## config.mk

```make
export PLATFORM = sky130hd
export DESIGN_NAME = if_fetch_unit
export DESIGN_NICKNAME = d
export VERILOG_FILES = /design/src/rtl/if_fetch_unit.sv
export SDC_FILE = /design/constraint.sdc
export NUM_CORES = 1
export LEC_CHECK = 0
export ABC_CLOCK_PERIOD_IN_PS = 2050
export BUFFER_PORTS_ARGS = -buffer_cell sky130_fd_sc_hd__buf_2
export CORE_MARGIN = 2
export CORE_UTILIZATION = 45
export DETAILED_ROUTE_END_ITERATION = 8
export PLACE_DENSITY = 0.75
export REMOVE_ABC_BUFFERS = 1
export SLEW_MARGIN = 10
export SYNTH_ARGS = -nofsm -noshare
export SYNTH_HDL_FRONTEND = slang
export SYNTH_SLANG_ARGS = --single-unit
```

## constraint.sdc

```tcl
create_clock -name clk -period 2.05 [get_ports clk]
set_input_delay 0 -clock clk [delete_from_list [all_inputs] [get_ports clk]]
set_output_delay 0 -clock clk [all_outputs]
set_load 0.1 [all_outputs]
```

## src/rtl/if_fetch_unit.sv

```systemverilog
// Instruction-fetch stage: owns the PC, drives a sync-read imem, feeds IF/ID with ir_out/pc_plus4.
// Latency: address issued in cycle N, instruction on ir_out in cycle N+1 (redirect has zero bubble).
// Backpressure: stall holds PC and ir_out (re-reads pc_q); halt parks the stage until resume.
module if_fetch_unit #(
    parameter logic [31:0] RESET_PC = 32'h0000_0000,
    parameter int          IMEM_AW  = 10
) (
    input  logic               clk,
    input  logic               rst,
    input  logic               stall,
    input  logic               redirect,
    input  logic [31:0]        redirect_pc,
    input  logic               halt,
    input  logic               resume,
    output logic [IMEM_AW-1:0] imem_addr,
    input  logic [31:0]        imem_rdata,
    output logic [31:0]        ir_out,
    output logic [31:0]        pc_out,
    output logic [31:0]        pc_plus4,
    output logic               valid_out,
    output logic               halted,
    output logic               misalign_err,
    output logic [31:0]        fetch_cnt
);

    typedef enum logic {
        ST_RUN  = 1'b0,
        ST_HALT = 1'b1
    } state_t;

    state_t      state;
    state_t      state_nxt;

    // Next address to issue, and the address whose data is on imem_rdata.
    logic [31:0] fetch_pc;
    logic [31:0] fetch_pc_nxt;
    logic [31:0] pc_q;
    logic [31:0] pc_nxt;
    logic        valid_q;
    logic        valid_nxt;

    logic        misalign_q;
    logic        misalign_set;
    logic [31:0] fetch_cnt_q;
    logic        cnt_inc;

    // Redirect targets are forced word-aligned; the low bits only feed the error flag.
    logic [31:0] redirect_tgt;
    logic        in_run;

    assign redirect_tgt = {redirect_pc[31:2], 2'b00};
    assign in_run       = (state == ST_RUN);

    // FSM state register.
    always_ff @(posedge clk) begin
        if (rst) begin
            state <= ST_RUN;
        end else begin
            state <= state_nxt;
        end
    end

    // FSM next state: halt parks the stage, resume releases it; nothing else matters in HALT.
    always_comb begin
        state_nxt = state;
        unique case (state)
            ST_RUN: begin
                if (halt) begin
                    state_nxt = ST_HALT;
                end
            end
            ST_HALT: begin
                if (resume) begin
                    state_nxt = ST_RUN;
                end
            end
            default: state_nxt = ST_RUN;
        endcase
    end

    // FSM outputs: halt flag and the instruction-memory address mux.
    always_comb begin
        halted    = (state == ST_HALT);
        imem_addr = fetch_pc[IMEM_AW+1:2];
        if (in_run && redirect) begin
            imem_addr = redirect_tgt[IMEM_AW+1:2];
        end else if (in_run && stall) begin
            // Re-read the current instruction so ir_out stays stable next cycle.
            imem_addr = pc_q[IMEM_AW+1:2];
        end
    end

    // PC / valid next-value selection in RUN priority order: halt, redirect, stall, advance.
    always_comb begin
        fetch_pc_nxt = fetch_pc;
        pc_nxt       = pc_q;
        valid_nxt    = valid_q;
        misalign_set = 1'b0;
        unique case (state)
            ST_RUN: begin
                if (halt) begin
                    // Instruction currently on ir_out is the last one delivered.
                    valid_nxt = 1'b0;
                end else if (redirect) begin
                    pc_nxt       = redirect_tgt;
                    fetch_pc_nxt = redirect_tgt + 32'd4;
                    valid_nxt    = 1'b1;
                    misalign_set = (redirect_pc[1:0] != 2'b00);
                end else if (stall) begin
                    valid_nxt = valid_q;
                end else begin
                    pc_nxt       = fetch_pc;
                    fetch_pc_nxt = fetch_pc + 32'd4;
                    valid_nxt    = 1'b1;
                end
            end
            ST_HALT: begin
                valid_nxt = 1'b0;
                if (resume) begin
                    // fetch_pc still points at the first undelivered instruction.
                    pc_nxt       = fetch_pc;
                    fetch_pc_nxt = fetch_pc + 32'd4;
                    valid_nxt    = 1'b1;
                end
            end
            default: begin
                valid_nxt = 1'b0;
            end
        endcase
    end

    // An instruction is delivered to decode whenever a valid one is presented without stall.
    assign cnt_inc = valid_q && !stall;

    // PC, valid and status registers with synchronous reset.
    always_ff @(posedge clk) begin
        if (rst) begin
            fetch_pc    <= RESET_PC;
            pc_q        <= RESET_PC;
            valid_q     <= 1'b0;
            misalign_q  <= 1'b0;
            fetch_cnt_q <= 32'd0;
        end else begin
            fetch_pc <= fetch_pc_nxt;
            pc_q     <= pc_nxt;
            valid_q  <= valid_nxt;
            if (misalign_set) begin
                misalign_q <= 1'b1;
            end
            if (cnt_inc) begin
                fetch_cnt_q <= fetch_cnt_q + 32'd1;
            end
        end
    end

    // Output drive toward the IF/ID register.
    always_comb begin
        ir_out       = valid_q ? imem_rdata : 32'd0;
        pc_out       = pc_q;
        pc_plus4     = pc_q + 32'd4;
        valid_out    = valid_q;
        misalign_err = misalign_q;
        fetch_cnt    = fetch_cnt_q;
    end

endmodule

```

======== Yosys cells after proc, flatten, opt, wreduce, memory -nomap -nowiden ========
Cells that the tools add are included.
word-level totals
  memories kept ........................... 0
  RAM bits ................................ 0
  output and inout port bits .............. 141
  word-level logic and storage cells ...... 45
  latch bits .............................. 0
  bits in registers ....................... 99
  ROM bits ................................ 0
operators by class
  muxes and demuxes ....................... 24
  $mul .................................... 0
  bitwise gates (word level) .............. 1
  equality and inequality tests ........... 4
  order comparisons ....................... 0
  divide/modulo/power cells ............... 0
  reductions and logical operators ........ 6
  add/subtract/negate cells ............... 4
  shift-type cells ........................ 0
operators by type and width
  kind                     count
  $mux W32                 9
  $pmux W32 S2             2
  $add A32 B3 Y32 const B  3
  $add A32 B1 Y32 const B  1
  $mux W10                 2
  $mux W1                  9
  $ne A2 B2 Y1 const B     2
  $ne A4 B4 Y1 const B     1
  $pmux W1 S2              2
  $logic_and A1 B1 Y1      3
  $ne A3 B3 Y1 const B     1
  $reduce_and A3 Y1        1
  $reduce_bool A2 Y1       1
  $logic_not A1 Y1         1
  $not A1 Y1               1

======== Longest topological paths before layout ========
Gate-level depths: netlist of the first run.
  depth after elaboration ................. 5
  depth in mapped cells ................... 8
  gate-level depth less buffers ........... 6

======== Least setup slack after synthesis of the first run ========
OpenSTA, ideal clock, no wires.
  kind .................................... register -> output
  from .................................... register state, in the netlist halted
  to ...................................... output imem_addr[2]
  setup slack ............................. -1.804 ns
  required time ........................... 2.050 ns
  cell stages (with the launch flop) ...... 7
  path buffers ............................ 2
  arrival ................................. 3.854 ns
  path through ............................ dfxtp_1 nor2b_1 clkbuf_1 clkbuf_1 nor2_1 a21oi_1 o21ai_0
on the way
  word-level cells in the longest chain between the ends .. 4
  elaborated cells on any way between the ends .. 5
  classes of those cells .................. mux (2); bitwise (1); reduce/logical (2)
ends and longest elaborated chain
  item                    line  source
  from (decl)             31    state_t state;
  from (signal assigned)  59    state <= state_nxt;
  $not A1 Y1 *            --
  $logic_and A1 B1 Y1     87    end else if (in_run && stall) begin
  $mux W10                87
  $mux W10 *              85    if (in_run && redirect) begin
  to (decl)               15    output logic [IMEM_AW-1:0] imem_addr,
Mark *: on every way between the ends. The rest lies on a longest branch, timed or not.

======== Worst setup path after layout of the first run ========
  from .................................... register pc_q[14], in the netlist pc_out[14]
  to ...................................... output pc_plus4[30]
on the way
  word-level cells in the longest chain between the ends .. 1
ends and longest elaborated chain
  item                    line  source
  from (decl)             37    logic [31:0] pc_q;
  from (signal assigned)  145   pc_q <= pc_nxt;
  $add A32 B3 Y32         160   pc_plus4 = pc_q + 32'd4;
  to (decl)               19    output logic [31:0] pc_plus4,
Every way passes these cells.

==> impl_metrics.env, run 1 <==
export IMPL_rsz0062_at_grt="yes"
export IMPL_hold_viol_final=0
export IMPL_synth_largest_area_cell="dfxtp_1"
export IMPL_status="complete, but fails checks"
export IMPL_multi_input_area_sq_um=4270
export IMPL_slew_headroom=0.564
export IMPL_clkSinkCount=96
export IMPL_final_core_util=0.705
export IMPL_numCtsBuffers=9
export IMPL_die_area_sq_um=14800
export IMPL_ys_flop_type="dfxtp_1"
export IMPL_clk_latency_ns=0.36
export IMPL_nNetsFinal=1207
export IMPL_dpl_hpwl_microns=16500
export IMPL_hp_start="redirect_pc[10]"
export IMPL_critPathCaptureType="primary output"
export IMPL_async_flop_share=0
export IMPL_crit_required_ns=2.05
export IMPL_leakage_nw=3.95
export IMPL_cp_top_family="simple AND/OR/NAND/NOR gates"
export IMPL_drt_iter0_drc=776
export IMPL_synthesis_area_sq_um=6210
export IMPL_p_sw_mw=2.85
export IMPL_combPwrFrac=0.414
export IMPL_start_util=0.465
export IMPL_fill_cells=996
export IMPL_cts_buffer_depth=2
export IMPL_peakVddDrop_v=0.000469
export IMPL_drive_above_1_share=0.342
export IMPL_root_buffer="clkbuf_16"
export IMPL_cts_htree_levels=3
export IMPL_gp_congestion=0.953
export IMPL_grt_overflow=0
export IMPL_yosysWarnings=0
export IMPL_worst_pin_slew_ns=0.651
export IMPL_regToRegEndpoint="fetch_cnt[28]"
export IMPL_skew_ns=0.0125
export IMPL_reg2reg_slack_ns=0.08
export IMPL_clock_power_share=0.266
export IMPL_grt_max_degree=55
export IMPL_postRouteAntennaNets=0
export IMPL_yosys_top_cells_area="dfxtp_1 (31%), nand2_1 (7.1%), nor2_1 (5.5%), xnor2_1 (4.8%), a311oi_1 (4.4%)"
export IMPL_seq_area_frac_synth=0.309
export IMPL_ff2ff_path_depth=5
export IMPL_vias=7702
export IMPL_violations="setup timing"
export IMPL_syn2layout_area_growth_pct=51.4
export IMPL_post_route_period_util=1.06
export IMPL_synth_edf_count=0
export IMPL_ff_latch_area_sq_um=1940
export IMPL_synth_top_area_frac=0.309
export IMPL_wl_per_cell_microns=17.4
export IMPL_p_int_mw=3.66
export IMPL_cts_tree="yes"
export IMPL_swShare=0.438
export IMPL_via_per_inst=5.85
export IMPL_yosysUniqueCellTypes=59
export IMPL_hold_end="pc_out[10]"
export IMPL_crit_reg2reg_launch="fetch_cnt[14]"
export IMPL_ios=211
export IMPL_die_width_microns=121
export IMPL_sequentialPowerShare=0.320
export IMPL_antenna_found_initial=2
export IMPL_finalPower_mw=6.52
export IMPL_start_kind="flip-flop"
export IMPL_firstDrtPassIters=6
export IMPL_synth_most_common_cell="nand2_1"
export IMPL_crit_slowest_cell="dfxtp_2"
export IMPL_die_h_microns=121
export IMPL_worst_setup_path_type="reg -> out"
export IMPL_holdCritPathClass="in -> reg"
export IMPL_crit_arrival_ns=2.17
export IMPL_avgSynthCellArea_sq_um=7.40
export IMPL_synth_common_cells="nand2_1 (117), dfxtp_1 (96), nor2_1 (91)"
export IMPL_port_buffers=210
export IMPL_core_area_sq_um=13300
export IMPL_fmaxAchievable_mhz=462
export IMPL_netlist_instances=839
export IMPL_worstHoldPathCells=3
export IMPL_critPathMaxFanout=5
export IMPL_clkTransAtPathRegs_ns=0.07
export IMPL_cellPowerDensity_nw_per_um2=693
export IMPL_first_global_vias=6866
export IMPL_post_place_ws_ns=-0.531
export IMPL_cp_common_cell="nand4_1"
export IMPL_max_stage_delay_ns=0.33
export IMPL_maxCapViolations=0
export IMPL_path_cells="nand4_1, nor4_4, buf_4, nand4_1, buf_6, nor2_4, xor2_2, clkbuf_16"
export IMPL_drt_wl_total_microns=23000
export IMPL_grt_pass1_wl_microns=34600
export IMPL_critical_path_buf_inv_count=3
export IMPL_route_detailed_drc=0
export IMPL_finalSetupViolCount=8
export IMPL_grt_usage=0.295
export IMPL_ys_ff_latch=96
export IMPL_final_min_clock_period_ns=2.17
export IMPL_final_max_slew_viol_count=0
export IMPL_finalWorstSetupSlack_ns=-0.115
export IMPL_row_count=42
-- worst max-delay path by stage --
| stage | start | endpoint | cells after the start |
|---|---|---|---|
| finish | pc_out[14] | pc_plus4[30] | 8 |
| global route | pc_out[22] | pc_plus4[29] | 6 |
| CTS | pc_out[10] | pc_plus4[26] | 9 |
| detailed placement | pc_out[12] | pc_plus4[26] | 6 |
| global placement | pc_out[13] | pc_plus4[30] | 6 |
| floorplan | halted | imem_addr[1] | 2 |
-- power groups by stage --
| stage | sequential [mW] | clock [mW] | combinational, mW |
|---|---|---|---|
| 2_1_floorplan | 2.60 | 0 | 1.28 |
| 6_report | 2.09 | 1.73 | 2.70 |
| 4_1_cts | 2.07 | 1.75 | 2.65 |
| 3_3_place_gp | 2.10 | 0 | 2.58 |
| 3_5_place_dp | 2.11 | 0 | 2.60 |
| 5_1_grt | 2.10 | 1.82 | 2.80 |
-- cells by family (layout without fill, tap and decap cells) --
family                     Yosys count  after routing  share of synthesized area
and+or+nand+nor                    421            421                      0.345
AOI/OAI and AO/OA                  171            171                      0.180
DFF                                 96             96                      0.309
buffers and inverters               70            369                     0.0459
xor gates and xnor gates            64             64                     0.0902
muxes                               13             13                     0.0213
adders and majority gates            4              4                    0.00806
other                                0              2                          0
-- layer usage --
layer	track usage	routed length, microns	up-vias	share of wire
met4	0.129	639	0	0.028
met3	0.0719	1960	66	0.085
met1	0.352	8880	3598	0.39
li1	-	-	3619	-
met2	0.504	11500	419	0.50
met5	0	0	-	0
-- layout by cell type, fill, tap and decap left out, types with 3 or more instances in the layout --
cell type      synthesis  routed
a211oi_1               7       7
a21oi_1               36      36
a311oi_1              31      31
a31oi_1               12      12
a41oi_1                4       4
and2_1                35      35
and3_1                20      19
and4_1                 8       5
buf_12                 0      27
buf_2                  3     179
buf_4                  3      91
buf_6                  1       5
clkbuf_16              0      15
dfxtp_1               96      83
dfxtp_2                0      13
dlygate4sd3_1          0      29
inv_1                 16      16
mux2i_1               11      11
nand2_1              117     117
nand2b_1               4       3
nand3_1               40      37
nand3_2                1       3
nand4_1               33      33
nor2_1                91      84
nor2_2                 0       3
nor2_4                 1       5
nor3_1                17      16
nor4_1                15      14
nor4_4                 1       3
o21a_1                 3       3
o21ai_0               51      51
o31a_1                 3       3
or3_1                 15      13
or4_1                  9       7
xnor2_1               34      30
xnor2_2                0       3
xor2_1                30      24
xor2_2                 0       6
-- area by class of cell --
class,instances,share of cell area
tap,176,0.0234
antenna,2,0.000532
sequential,96,0.206
timing repair buffer,337,0.278
clock buffer,10,0.0243
inverter,16,0.00639
multi-input combinational,673,0.454
clock inverter,6,0.00732
-- worst reg2reg max path, cell delays in order, from the launching register on --
cell	delay (ns)
dfxtp_1	0.37
and4_2	0.29
nand4_4	0.12
or4_1	0.60
or3_1	0.33
a21oi_1	0.17
-- stage by stage --
| stage | area [sq um] | hold WS, ns | TNS, ns | instances |
|---|---|---|---|---|
| final | 9400 | 0.0106 | -0.643 | 1316 |
| after detailed placement | 8420 | 0.268 | -3.93 | 1258 |
| after global routing | 9400 | 0.0250 | -1.79 | 1316 |
| after CTS | 9060 | 0.00209 | -0.877 | 1306 |
| after floorplan | 5990 | 0.0691 | -169.33 | 785 |
| after global placement | 8420 | 0.265 | -3.01 | 1258 |
-- sequential cells by signal, indices dropped and copies added (netlist names) --
register / flops
fetch_cnt: 32
fetch_pc: 30
halted: 1
misalign_err: 1
pc_out: 31
valid_out: 1
-- repair_timing --
item,4_1_cts,5_1_grt
pin swaps,14,21
hold buffers,29,0
gates resized for setup,10,63
buffers inserted,3,8
endpoints found under the setup margin,14,40
hold endpoints to repair,28,0
Note: power is estimated with default switching activity, not from simulation.
==> inputs of run 2 (changes only) <==
SKIP_CTS_REPAIR_TIMING = 1   (was not set)
==> run 2 against run 1 <==
Net effect: the run ends with DRC, hold timing, setup timing left; fmax shrank 8.5%; first-iteration DRC count up 14%; worst setup slack got worse by 0.20 ns; utilization is 0.87 points lower; flip-flop and latch count unchanged; critical endpoint is now pc_plus4[24]; largest power group unchanged.
==> impl_metrics.env, run 2 (synthesis results as in run 1) <==
export IMPL_status="complete, but fails checks"
export IMPL_violations="DRC, hold timing, setup timing"
export IMPL_grt_use_met2=0.490
export IMPL_final_max_slew_viol_count=0
export IMPL_grtUsageMet1=0.345
export IMPL_finalPower_mw=6.50
export IMPL_peakVddDrop_v=0.000466
export IMPL_layout_common_cells="buf_2 (179), nand2_1 (117), buf_4 (90)"
export IMPL_final_cell_area_sq_um=9290
export IMPL_leakage_nw=3.91
export IMPL_globalRouteMet3Util=0.0625
export IMPL_drt_iter0_drc=885
export IMPL_final_core_util=0.696
export IMPL_cp_common_cell="nand4_1"
export IMPL_crit_arrival_ns=2.37
export IMPL_fmaxAchievable_mhz=423
export IMPL_rsz0062_at_grt="yes"
export IMPL_drive_above_1_share=0.331
export IMPL_post_place_ws_ns=-0.531
export IMPL_crit_slowest_cell="dfxtp_2"
export IMPL_grt_max_degree=55
export IMPL_clkSinkCount=96
export IMPL_critPathMaxFanout=5
export IMPL_clk_latency_ns=0.36
export IMPL_numCtsBuffers=9
export IMPL_die_h_microns=121
export IMPL_start_util=0.465
export IMPL_finalWorstSetupSlack_ns=-0.317
export IMPL_grt_overflow=0
export IMPL_row_count=42
export IMPL_die_area_sq_um=14800
export IMPL_cp_top_family="simple AND/OR/NAND/NOR gates"
export IMPL_port_buffers=210
export IMPL_ff2ff_path_depth=6
export IMPL_largest_register_ffs=32
export IMPL_dpl_hpwl_microns=16500
export IMPL_maxCapViolations=0
export IMPL_stdcell_count=1307
export IMPL_cellPowerDensity_nw_per_um2=700
export IMPL_worstHoldPathCells=3
export IMPL_dp_cells=1258
export IMPL_clkTransAtPathRegs_ns=0.07
export IMPL_fin_hold_ws_ns=-0.0533
export IMPL_slew_headroom=0.570
export IMPL_die_width_microns=121
export IMPL_ios=211
export IMPL_busiest_layer="met2"
export IMPL_critical_path_buf_inv_count=3
export IMPL_cts_htree_levels=3
export IMPL_firstDrtPassIters=8
export IMPL_cts_tree="yes"
export IMPL_gp_congestion=0.953
export IMPL_fill_cells=1013
export IMPL_syn2layout_area_growth_pct=49.5
export IMPL_max_stage_delay_ns=0.33
export IMPL_crit_required_ns=2.05
export IMPL_cp_depth=8
export IMPL_critPathCaptureType="primary output"
export IMPL_start_kind="flip-flop"
export IMPL_vias=7634
export IMPL_route_detailed_drc=1
export IMPL_place_area_sq_um=8420
export IMPL_wl_per_cell_microns=17.3
export IMPL_grt_usage=0.286
export IMPL_skew_ns=0.0111
export IMPL_cts_buffer_depth=2
export IMPL_via_per_inst=5.84
export IMPL_path_cells="nand4_1, buf_6, nor4_4, buf_4, nand4_1, nor2_1, xor2_1, buf_12"
export IMPL_nNetsFinal=1199
export IMPL_post_route_period_util=1.15
export IMPL_core_area_sq_um=13300
export IMPL_antenna_found_initial=2
export IMPL_final_min_clock_period_ns=2.37
export IMPL_grt_pass1_wl_microns=33400
export IMPL_drt_wl_total_microns=22600
export IMPL_final_common_cell="buf_2"
export IMPL_worst_pin_slew_ns=0.643
export IMPL_holdCritPathClass="in -> reg"
export IMPL_root_buffer="clkbuf_16"
export IMPL_worst_setup_path_type="reg -> out"
export IMPL_finalSetupViolCount=12
export IMPL_finalSetupTns_ns=-2.13
export IMPL_hold_viol_final=2
export IMPL_first_global_vias=6640
export IMPL_postRouteAntennaNets=0
## run 2: cell type report
cell class	count	area, sq um	area share
Clock inverter	6	68.8	0.00741
Antenna cell	1	2.50	0.000269
Sequential cell	96	1930	0.208
Timing Repair Buffer	329	2510	0.270
Tap cell	176	220	0.0237
Inverter	16	60.1	0.00647
Multi-Input combinational cell	673	4260	0.459
Clock buffer	10	229	0.0247
## run 2: where the power goes
group | total [mW] | switching [mW] | internal (mW) | leakage (nW)
Sequential | 2.09 | 0.116 | 1.97 | 0.787
Combinational | 2.69 | 1.96 | 0.728 | 2.98
Clock | 1.73 | 0.774 | 0.953 | 0.143
Total | 6.50 | 2.85 | 3.65 | 3.91
## run 2: metal layers
metal	vias up	wire, microns
met1	3540	8800
met5	-	0
met2	409	11200
met4	0	776
li1	3615	-
met3	70	1870
## run 2: worst min-delay path, cell delays in order
cell     delay, ns
buf_2         0.07
o21ai_0       0.06
a21oi_1       0.13
## run 2: worst paths after layout
check                 start            to  slack (ns)
min reg2reg    misalign_err  misalign_err        0.45
max              pc_out[13]  pc_plus4[24]       -0.32
max reg2reg     fetch_pc[2]  fetch_pc[15]        0.06
min          redirect_pc[0]  misalign_err       -0.05
